**config.mk**
```make
export PLATFORM = sky130hd
export DESIGN_NAME = audio_source_switch_ctrl
export DESIGN_NICKNAME = d
export VERILOG_FILES = /design/src/rtl/audio_ctrl_pkg.sv /design/src/rtl/audio_gain_stage.sv /design/src/rtl/audio_source_switch_ctrl.sv
export SDC_FILE = /design/constraint.sdc
export NUM_CORES = 1
export LEC_CHECK = 0
export BUFFER_PORTS_ARGS = -buffer_cell sky130_fd_sc_hd__buf_2
export CAP_MARGIN = 40
export CORE_MARGIN = 2
export CORE_UTILIZATION = 30
export DETAILED_ROUTE_END_ITERATION = 10
export GPL_TIMING_DRIVEN = 0
export HOLD_SLACK_MARGIN = 0.15
export PLACE_DENSITY = 0.45
export SLEW_MARGIN = 20
export SYNTH_ARGS = -nofsm -noshare
export SYNTH_HDL_FRONTEND = slang
export SYNTH_SLANG_ARGS = --single-unit
```
**constraint.sdc**
```tcl
create_clock -name clk -period 7.95 [get_ports clk]
set_input_delay 0.795 -clock clk [delete_from_list [all_inputs] [get_ports clk]]
set_output_delay 0.795 -clock clk [all_outputs]
set_load 0.03 [all_outputs]
```
**src/rtl/audio_ctrl_pkg.sv**
```systemverilog
// Shared types and default sizing for the click-free audio source sequencer.
// State codes are visible to software through the status register, so they are fixed.
package audio_ctrl_pkg;

    localparam int DEF_DATA_W        = 24;
    localparam int DEF_RAMP_LOG2     = 6;
    localparam int DEF_SETTLE_FRAMES = 2;
    localparam int FULL_GAIN         = 1 << DEF_RAMP_LOG2;

    typedef enum logic [2:0] {
        ST_MUTE     = 3'd0,
        ST_FADE_IN  = 3'd1,
        ST_PLAY     = 3'd2,
        ST_FADE_OUT = 3'd3,
        ST_SWITCH   = 3'd4
    } state_e;

endpackage

```
**src/rtl/audio_gain_stage.sv**
```systemverilog
// One channel of the fader: registered signed sample times unsigned gain,
// scaled back by 2^RAMP_LOG2 so that full gain passes the sample unchanged.
module audio_gain_stage
    import audio_ctrl_pkg::*;
#(
    parameter int DATA_W    = DEF_DATA_W,
    parameter int RAMP_LOG2 = DEF_RAMP_LOG2
) (
    input  logic              clk,
    input  logic              reset,
    input  logic              i_valid,
    input  logic [DATA_W-1:0] i_din,
    input  logic [RAMP_LOG2:0] i_gain,
    output logic              o_valid,
    output logic [DATA_W-1:0] o_dout
);

    localparam int PROD_W = DATA_W + RAMP_LOG2 + 1;

    logic signed [PROD_W-1:0] w_din_ext;
    logic signed [PROD_W-1:0] w_gain_ext;
    logic signed [PROD_W-1:0] w_product;

    logic              r_valid;
    logic [DATA_W-1:0] r_dout;

    // Gain is zero-extended so it is always treated as non-negative.
    assign w_din_ext  = {{(RAMP_LOG2 + 1){i_din[DATA_W-1]}}, i_din};
    assign w_gain_ext = {{DATA_W{1'b0}}, i_gain};
    assign w_product  = w_din_ext * w_gain_ext;

    always_ff @(posedge clk) begin
        if (reset) begin
            r_valid <= 1'b0;
            r_dout  <= '0;
        end else begin
            r_valid <= i_valid;
            if (i_valid) begin
                r_dout <= DATA_W'(w_product >>> RAMP_LOG2);
            end
        end
    end

    assign o_valid = r_valid;
    assign o_dout  = r_dout;

endmodule

```
**src/rtl/audio_source_switch_ctrl.sv**
```systemverilog
// Owns the audio output mux select and sequences every source change as
// fade-out, switch, settle, fade-in, so the I2S stream never steps abruptly.
module audio_source_switch_ctrl
    import audio_ctrl_pkg::*;
#(
    parameter int DATA_W        = DEF_DATA_W,
    parameter int RAMP_LOG2     = DEF_RAMP_LOG2,
    parameter int SETTLE_FRAMES = DEF_SETTLE_FRAMES
) (
    input  logic              clk,
    input  logic              reset,
    input  logic              run,
    input  logic [1:0]        sel_req,
    output logic [1:0]        mux_sel,
    input  logic              l_din_valid,
    input  logic              r_din_valid,
    input  logic [DATA_W-1:0] l_din,
    input  logic [DATA_W-1:0] r_din,
    output logic              l_dout_valid,
    output logic              r_dout_valid,
    output logic [DATA_W-1:0] l_dout,
    output logic [DATA_W-1:0] r_dout,
    output logic              busy,
    output logic [2:0]        state
);

    localparam int GAIN_W = RAMP_LOG2 + 1;
    localparam int CNT_W  = $clog2(SETTLE_FRAMES + 1);
    localparam logic [GAIN_W-1:0] FULL        = {1'b1, {RAMP_LOG2{1'b0}}};
    localparam logic [CNT_W-1:0]  SETTLE_LOAD = CNT_W'(SETTLE_FRAMES);

    state_e            r_state;
    logic [GAIN_W-1:0] r_gain;
    logic [1:0]        r_mux_sel;
    logic [CNT_W-1:0]  r_settle;
    logic              r_busy;

    logic w_tick;
    logic w_sel_diff;

    // Strobes are single-cycle qualifiers with no backpressure: a sample is
    // accepted in any cycle its valid is high, and its result appears one
    // cycle later with the matching dout_valid. The R strobe closes a frame.
    assign w_tick     = r_din_valid & run;
    assign w_sel_diff = (sel_req != r_mux_sel);

    always_ff @(posedge clk) begin
        if (reset) begin
            r_state   <= ST_MUTE;
            r_gain    <= '0;
            r_mux_sel <= 2'd0;
            r_settle  <= '0;
            r_busy    <= 1'b0;
        end else if (!run) begin
            r_state  <= ST_MUTE;
            r_gain   <= '0;
            r_settle <= '0;
            r_busy   <= 1'b0;
        end else begin
            unique case (r_state)
                ST_MUTE: begin
                    r_gain    <= '0;
                    r_mux_sel <= sel_req;
                    r_settle  <= SETTLE_LOAD;
                    r_state   <= ST_SWITCH;
                    r_busy    <= 1'b1;
                end
                ST_SWITCH: begin
                    r_gain <= '0;
                    if (w_sel_diff) begin
                        r_mux_sel <= sel_req;
                        r_settle  <= SETTLE_LOAD;
                    end else if (r_settle == '0) begin
                        r_state <= ST_FADE_IN;
                    end else if (w_tick) begin
                        r_settle <= r_settle - 1'b1;
                    end
                end
                ST_FADE_IN: begin
                    if (w_sel_diff) begin
                        r_state <= ST_FADE_OUT;
                    end else if (r_gain == FULL) begin
                        r_state <= ST_PLAY;
                        r_busy  <= 1'b0;
                    end else if (w_tick) begin
                        r_gain <= r_gain + 1'b1;
                    end
                end
                ST_PLAY: begin
                    r_gain <= FULL;
                    if (w_sel_diff) begin
                        r_state <= ST_FADE_OUT;
                        r_busy  <= 1'b1;
                    end
                end
                ST_FADE_OUT: begin
                    // A request returning to the live source reverses the ramp in place.
                    if (!w_sel_diff) begin
                        r_state <= ST_FADE_IN;
                    end else if (r_gain == '0) begin
                        r_mux_sel <= sel_req;
                        r_settle  <= SETTLE_LOAD;
                        r_state   <= ST_SWITCH;
                    end else if (w_tick) begin
                        r_gain <= r_gain - 1'b1;
                    end
                end
                default: begin
                    r_state <= ST_MUTE;
                    r_gain  <= '0;
                    r_busy  <= 1'b0;
                end
            endcase
        end
    end

    audio_gain_stage #(
        .DATA_W    (DATA_W),
        .RAMP_LOG2 (RAMP_LOG2)
    ) u_gain_l (
        .clk     (clk),
        .reset   (reset),
        .i_valid (l_din_valid & run),
        .i_din   (l_din),
        .i_gain  (r_gain),
        .o_valid (l_dout_valid),
        .o_dout  (l_dout)
    );

    audio_gain_stage #(
        .DATA_W    (DATA_W),
        .RAMP_LOG2 (RAMP_LOG2)
    ) u_gain_r (
        .clk     (clk),
        .reset   (reset),
        .i_valid (r_din_valid & run),
        .i_din   (r_din),
        .i_gain  (r_gain),
        .o_valid (r_dout_valid),
        .o_dout  (r_dout)
    );

    assign mux_sel = r_mux_sel;
    assign busy    = r_busy;
    assign state   = r_state;

endmodule

```
==> impl_results.md, run 1 <==
* Setup-violating endpoint count in the final report at 0
* Avg Inst Size Synth at 8.65 um2
* Worst reg2reg path depth at 19
* Worst skew pair latency at 360 ps
* Post-Synth Adder-Cell Area at 46.0%
* Syn_nets at 2007
* Critical Path Start Type: flop
* Xor-xnor portion of the synthesized cell area at 3.25%
* Initial antenna violation count at 11
* RSZ-0062 raised after global routing: no
* Final hold violations at 0
* Main flop type after synthesis: dfxtp_1
* Antenna-violating nets left at 0
* Final min period at 6400 ps
* Crit path required time at 8250 ps
* I/O pins at 111
* WP data arrival at 6700 ps
* Setup tns final at 0 ps
* First DRT Iteration DRCs at 585
* CTS Hold Bufs at 0
* Die Footprint at 47600 um2
* Hold_ws at 450 ps
* PD cells at 56.8 nW/um2
* Status: complete, no violations
* Skew final at 10.8 ps
* Cells after Synth at 1591
* WL final at 45400 um
* Max-capacitance violation count at 0
* Area fraction of the dominant cell type after synthesis at 35.1%
* Root Driver: clkbuf_16
* Rows at 78
* Worst-case clock buffer depth at 2
* Gr usage total at 20.1%
* Chip height at 218 um
* Simple-gate share of the synthesized area at 21.9%
* Area delta synth->final at 12.8%
* Largest net degree at the start of global routing at 13
* Post-synth EDFFs at 0
* DPL Wire Length at 37800 um
* Period utilization at 80.5%
* Vias per cell at 4.72
* Via count at 11002
* Achievable Freq at 156 MHz
* Die Width at 218 um
* Placer Congestion at 0.829
* Ys async rst share at 0%
* Yosys reg bits at 65
* Port bufs at 110
* Worst Hold Class: reg -> reg
* TritonCTS Buffers at 9
* Register area at 1300 um2
* Initial Util at 30.4%
* Final #Nets at 2139
* Multiplexer area fraction after synthesis at 0.518%
* Slew margin rel. at 40.2%
* CP Class: reg -> reg
* Clk sinks at 65
* Register area share after synthesis at 9.46%
* Commonest non-fill, non-tap cells in the layout: inv_1 (316), and2_1 (258), fa_1 (241), nand2_1 (159), ha_1 (120)
* First-pass DRT Iterations at 4
* Vias in the first global route at 11725
* Post-CTS sizing at 0
* DRC at 0
* Largest family of logic cells by synthesized area: adder cells
* Hold path cells at 2
* CTS tree: yes
* Area of the multi-input gates at 11000 um2
* Distinct cell type count after synthesis at 73
* Slew @ Worst Pin at 898 ps
* Yosys top cell by area: fa_1
* Area contributors post-synth: fa_1 (35%), and2_1 (12%), ha_1 (11%), dfxtp_1 (9.5%), inv_1 (8.6%)
* Ys Warns at 0
* Global-route wire length before repair at 70700 um
* Netlist Area Pre-Place at 13800 um2
* Commonest non-fill, non-tap cell in the layout: inv_1
* Fin. max-slew vios at 0
* Share of layout cells above drive strength 1 at 9.43%
* Critical path capture point type: flop
* Worst Path Max Fanout at 10
* Routed WL per cell at 19.5 um
* H-tree depth at 3
* Core Area at 45300 um2
* Clk slew on worst S/H paths at 70 ps
* Global route overflow at 0
* Cell leakage power at 8.01 nW
* Post-CTS Setup Bufs at 0
* Maximum VDD drop at 0.000107 V
* Synth Area in Compound Gates at 8.49%
* Fillers at 4861
[routing by layer]
metal / share of wire, % / vias to the layer above / track usage (%) / wire length, um
met4: 2.3 / 6 / 5.44 / 1050
met2: 47 / 245 / 33.1 / 21300
met1: 46 / 5520 / 26.9 / 20700
met3: 5.0 / 52 / 3.63 / 2290
met5: 0.088 / - / 0 / 40
li1: - / 5179 / - / -
[worst max-delay path, cell delays in order (launching register included)]
cell and delay (ps):
dfxtp_1 520, clkbuf_1 680, clkbuf_1 630, nand2_1 160, fa_1 540, inv_1 60
fa_1 490, fa_1 490, inv_1 40, fa_1 470, inv_1 40, ha_1 280
o21ai_1 60, nor3_1 500, nand2_1 170, o31a_1 310, o21bai_1 220, a21oi_1 160
or4_1 420, nand3_1 90
[power by group]
group          internal [mW]  total [mW]  leakage (nW)  switching (mW)
Clock                  0.284       0.453         0.159           0.169
Sequential             0.329       0.331         0.525         0.00219
Combinational         0.0235      0.0982          7.33          0.0747
Total                  0.636       0.882          8.01           0.246
[cells by family (layout without fill, tap and decap cells)]
group                      after synthesis  count (layout)
AOI/OAI and AO/OA                      176             176
DFF                                     65              65
xor gates and xnor gates                51              51
adders and majority gates              361             361
muxes                                    7               7
other                                    0               5
buffers and inverters                  375             512
and+or+nand+nor                        556             556
[area by class of cell]
class                   count  share of cell area [%]
clock buffers              10                    1.54
clock inverters             6                   0.580
plain buffers              59                    1.61
diodes                      5                  0.0806
flip-flops and latches     65                    8.38
well taps                 600                    4.83
inverters                 316                    7.64
multi-input cells        1151                    71.0
repair buffers            121                    4.34
[flip-flops by register name (all words and copies together) (netlist names), 2 cells and up]
register and flops:
u_gain_l.o_dout 24, r_gain 7, state 3, r_settle 2
mux_sel 2, u_gain_r.o_dout 24
[final timing paths]
kind | startpoint | endpoint | slack [ps]
worst max-delay path | r_gain[3]$_SDFFE_PP0P_ | u_gain_r.o_dout[8]$_SDFFE_PP0P_ | 1550
worst min register to register | u_gain_r.o_dout[3]$_SDFFE_PP0P_ | u_gain_r.o_dout[3]$_SDFFE_PP0P_ | 450
worst max register to register | r_gain[3]$_SDFFE_PP0P_ | u_gain_r.o_dout[8]$_SDFFE_PP0P_ | 1550
worst min-delay path | u_gain_r.o_dout[3]$_SDFFE_PP0P_ | u_gain_r.o_dout[3]$_SDFFE_PP0P_ | 450
[synth_stat cells, types with 6 or more instances]
master / count
fa_1: 241
o21ai_1: 15
nand2_1: 159
mux2i_1: 6
a21o_1: 12
nor2_1: 32
and2_1: 258
and3_1: 6
ha_1: 120
a21oi_1: 74
nand3_1: 25
clkbuf_1: 53
xor2_1: 14
inv_1: 316
nor3_1: 18
and4_1: 6
a31oi_1: 8
o21ai_0: 10
xnor2_1: 37
and2_2: 6
nor2b_1: 9
dfxtp_1: 65
or3_1: 7
[through the flow]
stage / cell area [um2] / util [%] / power (mW) / setup slack, ps / cells
floorplan: 13800 / - / 0.373 / 2840 / 1591
global placement: 15100 / 33.3 / 0.436 / 1420 / 2301
detailed placement: 15200 / 33.5 / 0.437 / 1390 / 2310
CTS: 15500 / 34.2 / 0.891 / 1370 / 2326
global route: 15500 / 34.3 / 0.913 / 1360 / 2328
finish: 15500 / 34.3 / 0.882 / 1550 / 2333
No activity file was read; power rests on OpenSTA's default activity.
==> run 2, diff against run 1 <==
--- a/config.mk
+++ b/config.mk
@@ -12,7 +12,7 @@
 export DETAILED_ROUTE_END_ITERATION = 10
 export GPL_TIMING_DRIVEN = 0
 export HOLD_SLACK_MARGIN = 0.15
-export PLACE_DENSITY = 0.45
+export PLACE_DENSITY = 0.46
 export SLEW_MARGIN = 20
 export SYNTH_ARGS = -nofsm -noshare
 export SYNTH_HDL_FRONTEND = slang
==> constraint.sdc (replaced) <==
create_clock -name clk -period 5.85 [get_ports clk]
set_input_delay 0.585 -clock clk [delete_from_list [all_inputs] [get_ports clk]]
set_output_delay 0.585 -clock clk [all_outputs]
set_load 0.03 [all_outputs]
==> impl_results.md, run 2 (synthesis results as in run 1) <==
* H-tree depth at 3 (unchanged)
* Min-Delay Endpoint: u_gain_r.o_dout[5]$_SDFFE_PP0P_ (was u_gain_r.o_dout[3]$_SDFFE_PP0P_)
* Maximum VDD drop at 0.000129 V (was 0.000107 V)
* Placed instance count at 2312 (was 2310)
* CTS tree: yes (unchanged)
* Hold_ws at 450 ps (about the same)
* Fin cells at 2331 (was 2333)
* Global route overflow at 0 (unchanged)
* Clk sinks at 65 (unchanged)
* Vias in the first global route at 11987 (was 11725)
* Gr usage total at 20.0% (was 20.1%)
* Skew final at 9.44 ps (was 10.8 ps)
* Critical path's slowest cell: fa_1 (was clkbuf_1)
* Most frequent CP cell: fa_1 (unchanged)
* Vias per cell at 4.80 (was 4.72)
* Critical path capture point type: flop (unchanged)
* Routed WL per cell at 19.5 um (about the same)
* TritonCTS Buffers at 9 (unchanged)
* Port bufs at 110 (unchanged)
* Area of the multi-input gates at 11000 um2 (about the same)
* CTS Hold Bufs at 0 (unchanged)
* DPL Wire Length at 38000 um (was 37800 um)
* Clock group share of total power at 48.0% (was 51.3%)
* I/O pins at 111 (unchanged)
* Placer Congestion at 0.848 (was 0.829)
* Fin. max-slew vios at 0 (unchanged)
* Worst r2r src: r_gain[4]$_SDFFE_PP0P_ (was r_gain[3]$_SDFFE_PP0P_)
* Register area at 1300 um2 (about the same)
* RSZ-0062 raised after global routing: no (unchanged)
* Final min period at 5610 ps (was 6400 ps)
* FF-to-FF setup slack at 240 ps (was 1550 ps)
* Status: complete, no violations (unchanged)
* Initial Util at 30.4% (unchanged)
* Gate power share at 12.0% (was 11.1%)
* Period utilization at 96.0% (was 80.5%)
* Largest net degree at the start of global routing at 17 (was 13)
* Reg power frac at 40.0% (was 37.5%)
* First DRT Iteration DRCs at 642 (was 585)
* Slew @ Worst Pin at 890 ps (was 898 ps)
* Die Footprint at 47600 um2 (unchanged)
* Chip height at 218 um (unchanged)
* Critical Path Max Stage Delay at 540 ps (was 680 ps)
* Cell leakage power at 8.08 nW (was 8.01 nW)
* Commonest non-fill, non-tap cell in the layout: inv_1 (unchanged)
* WL final at 45400 um (unchanged)
* Die Width at 218 um (unchanged)
* Global-route wire length before repair at 70700 um (about the same)
* Critical Path Start Type: flop (unchanged)
* Worst-case clock buffer depth at 2 (unchanged)
* PD cells at 72.3 nW/um2 (was 56.8 nW/um2)
* Switching Share at 30.5% (was 27.8%)
* Share of layout cells above drive strength 1 at 10.9% (was 9.43%)
* Rows at 78 (unchanged)
* P_int at 0.780 mW (was 0.636 mW)
* Achievable Freq at 178 MHz (was 156 MHz)
* Buf+Inv Stages, Crit Path at 5 (unchanged)
* Worst Path Max Fanout at 14 (was 10)
* Final hold violations at 0 (unchanged)
* Via count at 11178 (was 11002)
* FF-to-FF End: u_gain_l.o_dout[20]$_SDFFE_PP0P_ (was u_gain_r.o_dout[8]$_SDFFE_PP0P_)
* CP Class: reg -> reg (unchanged)
* CP Cell Sequence: buf_2, buf_6, nand2_1, fa_1, fa_1, inv_1, fa_1, inv_1, fa_1, inv_1, ha_1, a21o_1, a31o_1, a21oi_2, a31o_1, a31oi_1, o21a_1, or3_1, a32o_1 (was clkbuf_1, clkbuf_1, nand2_1, fa_1, inv_1, fa_1, fa_1, inv_1, fa_1, inv_1, ha_1, o21ai_1, nor3_1, nand2_1, o31a_1, o21bai_1, a21oi_1, or4_1, nand3_1)
* Hold Startpoint: u_gain_r.o_dout[5]$_SDFFE_PP0P_ (was u_gain_r.o_dout[3]$_SDFFE_PP0P_)
* Worst reg2reg path depth at 19 (unchanged)
* Setup-violating endpoint count in the final report at 0 (unchanged)
* Commonest non-fill, non-tap cells in the layout: inv_1 (316), and2_1 (258), fa_1 (241), nand2_1 (159), ha_1 (120) (unchanged)
* Worst Hold Class: reg -> reg (unchanged)
* Max-capacitance violation count at 0 (unchanged)
* Core Area at 45300 um2 (unchanged)
* Antenna-violating nets left at 0 (unchanged)
* Crit path required time at 6100 ps (was 8250 ps)
* Clk slew on worst S/H paths at 60 ps (was 70 ps)
* WP data arrival at 5860 ps (was 6700 ps)
* Hold path cells at 2 (unchanged)
* Slew margin rel. at 40.6% (was 40.2%)
* DRC at 0 (unchanged)
* Worst skew pair latency at 360 ps (about the same)
* Area delta synth->final at 12.9% (was 12.8%)
* Initial antenna violation count at 10 (was 11)
* Psw at 0.343 mW (was 0.246 mW)
* Root Driver: clkbuf_16 (unchanged)
* Family with the most delay on the worst path: adder cells (unchanged)
* First-pass DRT Iterations at 4 (unchanged)
* Fillers at 4852 (was 4861)
* Final #Nets at 2138 (was 2139)
[run 2: worst max-delay path by stage]
stage	from	endpoint	slack, ps	depth (start not counted)
global placement	r_gain[3]$_SDFFE_PP0P_	u_gain_l.o_dout[20]$_SDFFE_PP0P_	-700	19
global route	r_gain[3]$_SDFFE_PP0P_	u_gain_l.o_dout[20]$_SDFFE_PP0P_	5	19
finish	r_gain[4]$_SDFFE_PP0P_	u_gain_l.o_dout[20]$_SDFFE_PP0P_	240	19
CTS	r_gain[0]$_SDFFE_PP0P_	u_gain_l.o_dout[23]$_SDFFE_PP0P_	40	19
detailed placement	r_gain[3]$_SDFFE_PP0P_	u_gain_l.o_dout[20]$_SDFFE_PP0P_	-720	19
floorplan	r_gain[2]$_SDFFE_PP0P_	u_gain_l.o_dout[20]$_SDFFE_PP0P_	740	19
[run 2: metal layers]
metal / track usage, % / wire, um / vias to the layer above
met5: 0 / 37 / -
met3: 3.02 / 2280 / 70
met1: 26.7 / 20500 / 5664
li1: - / - / 5185
met4: 6.69 / 1390 / 6
met2: 33.0 / 21200 / 253
[run 2: tightest hold or removal path: cells and delay by family (launching register included)]
family	cells	cell delay, ps
DFF	1	300
AOI/OAI and AO/OA	1	50
and+or+nand+nor	1	50
[run 2: timing repair]
action                     CTS  global route
pin swaps                    0             1
setup endpoints to repair   39            19
buffers inserted             0             1
gates resized for setup     11            37
[run 2: per-stage QoR]
stage	cell area, um2	total power, mW	setup slack, ps	utilization, %	TNS (ps)
floorplan	13800	0.507	744	-	0
global placement	15100	0.593	-704	33.3	-14050
detailed placement	15200	0.594	-720	33.5	-14210
CTS	15500	1.14	43.3	34.2	0
global route	15500	1.17	5.07	34.3	0
finish	15500	1.12	236	34.3	0
[run 2: power by group through the flow]
stage / clock, mW / sequential [mW] / combinational [mW]
finish: 0.539 / 0.449 / 0.134
global route: 0.572 / 0.450 / 0.144
CTS: 0.553 / 0.450 / 0.134
detailed placement: 0 / 0.459 / 0.134
global placement: 0 / 0.459 / 0.134
floorplan: 0 / 0.465 / 0.0420
[run 2: area by class of cell]
type	count	share of cell area, %
plain buffers	56	1.76
diodes	4	0.0644
clock inverters	5	0.258
multi-input cells	1151	71.0
clock buffers	11	1.56
flip-flops and latches	65	8.39
inverters	316	7.63
well taps	600	4.83
repair buffers	123	4.48
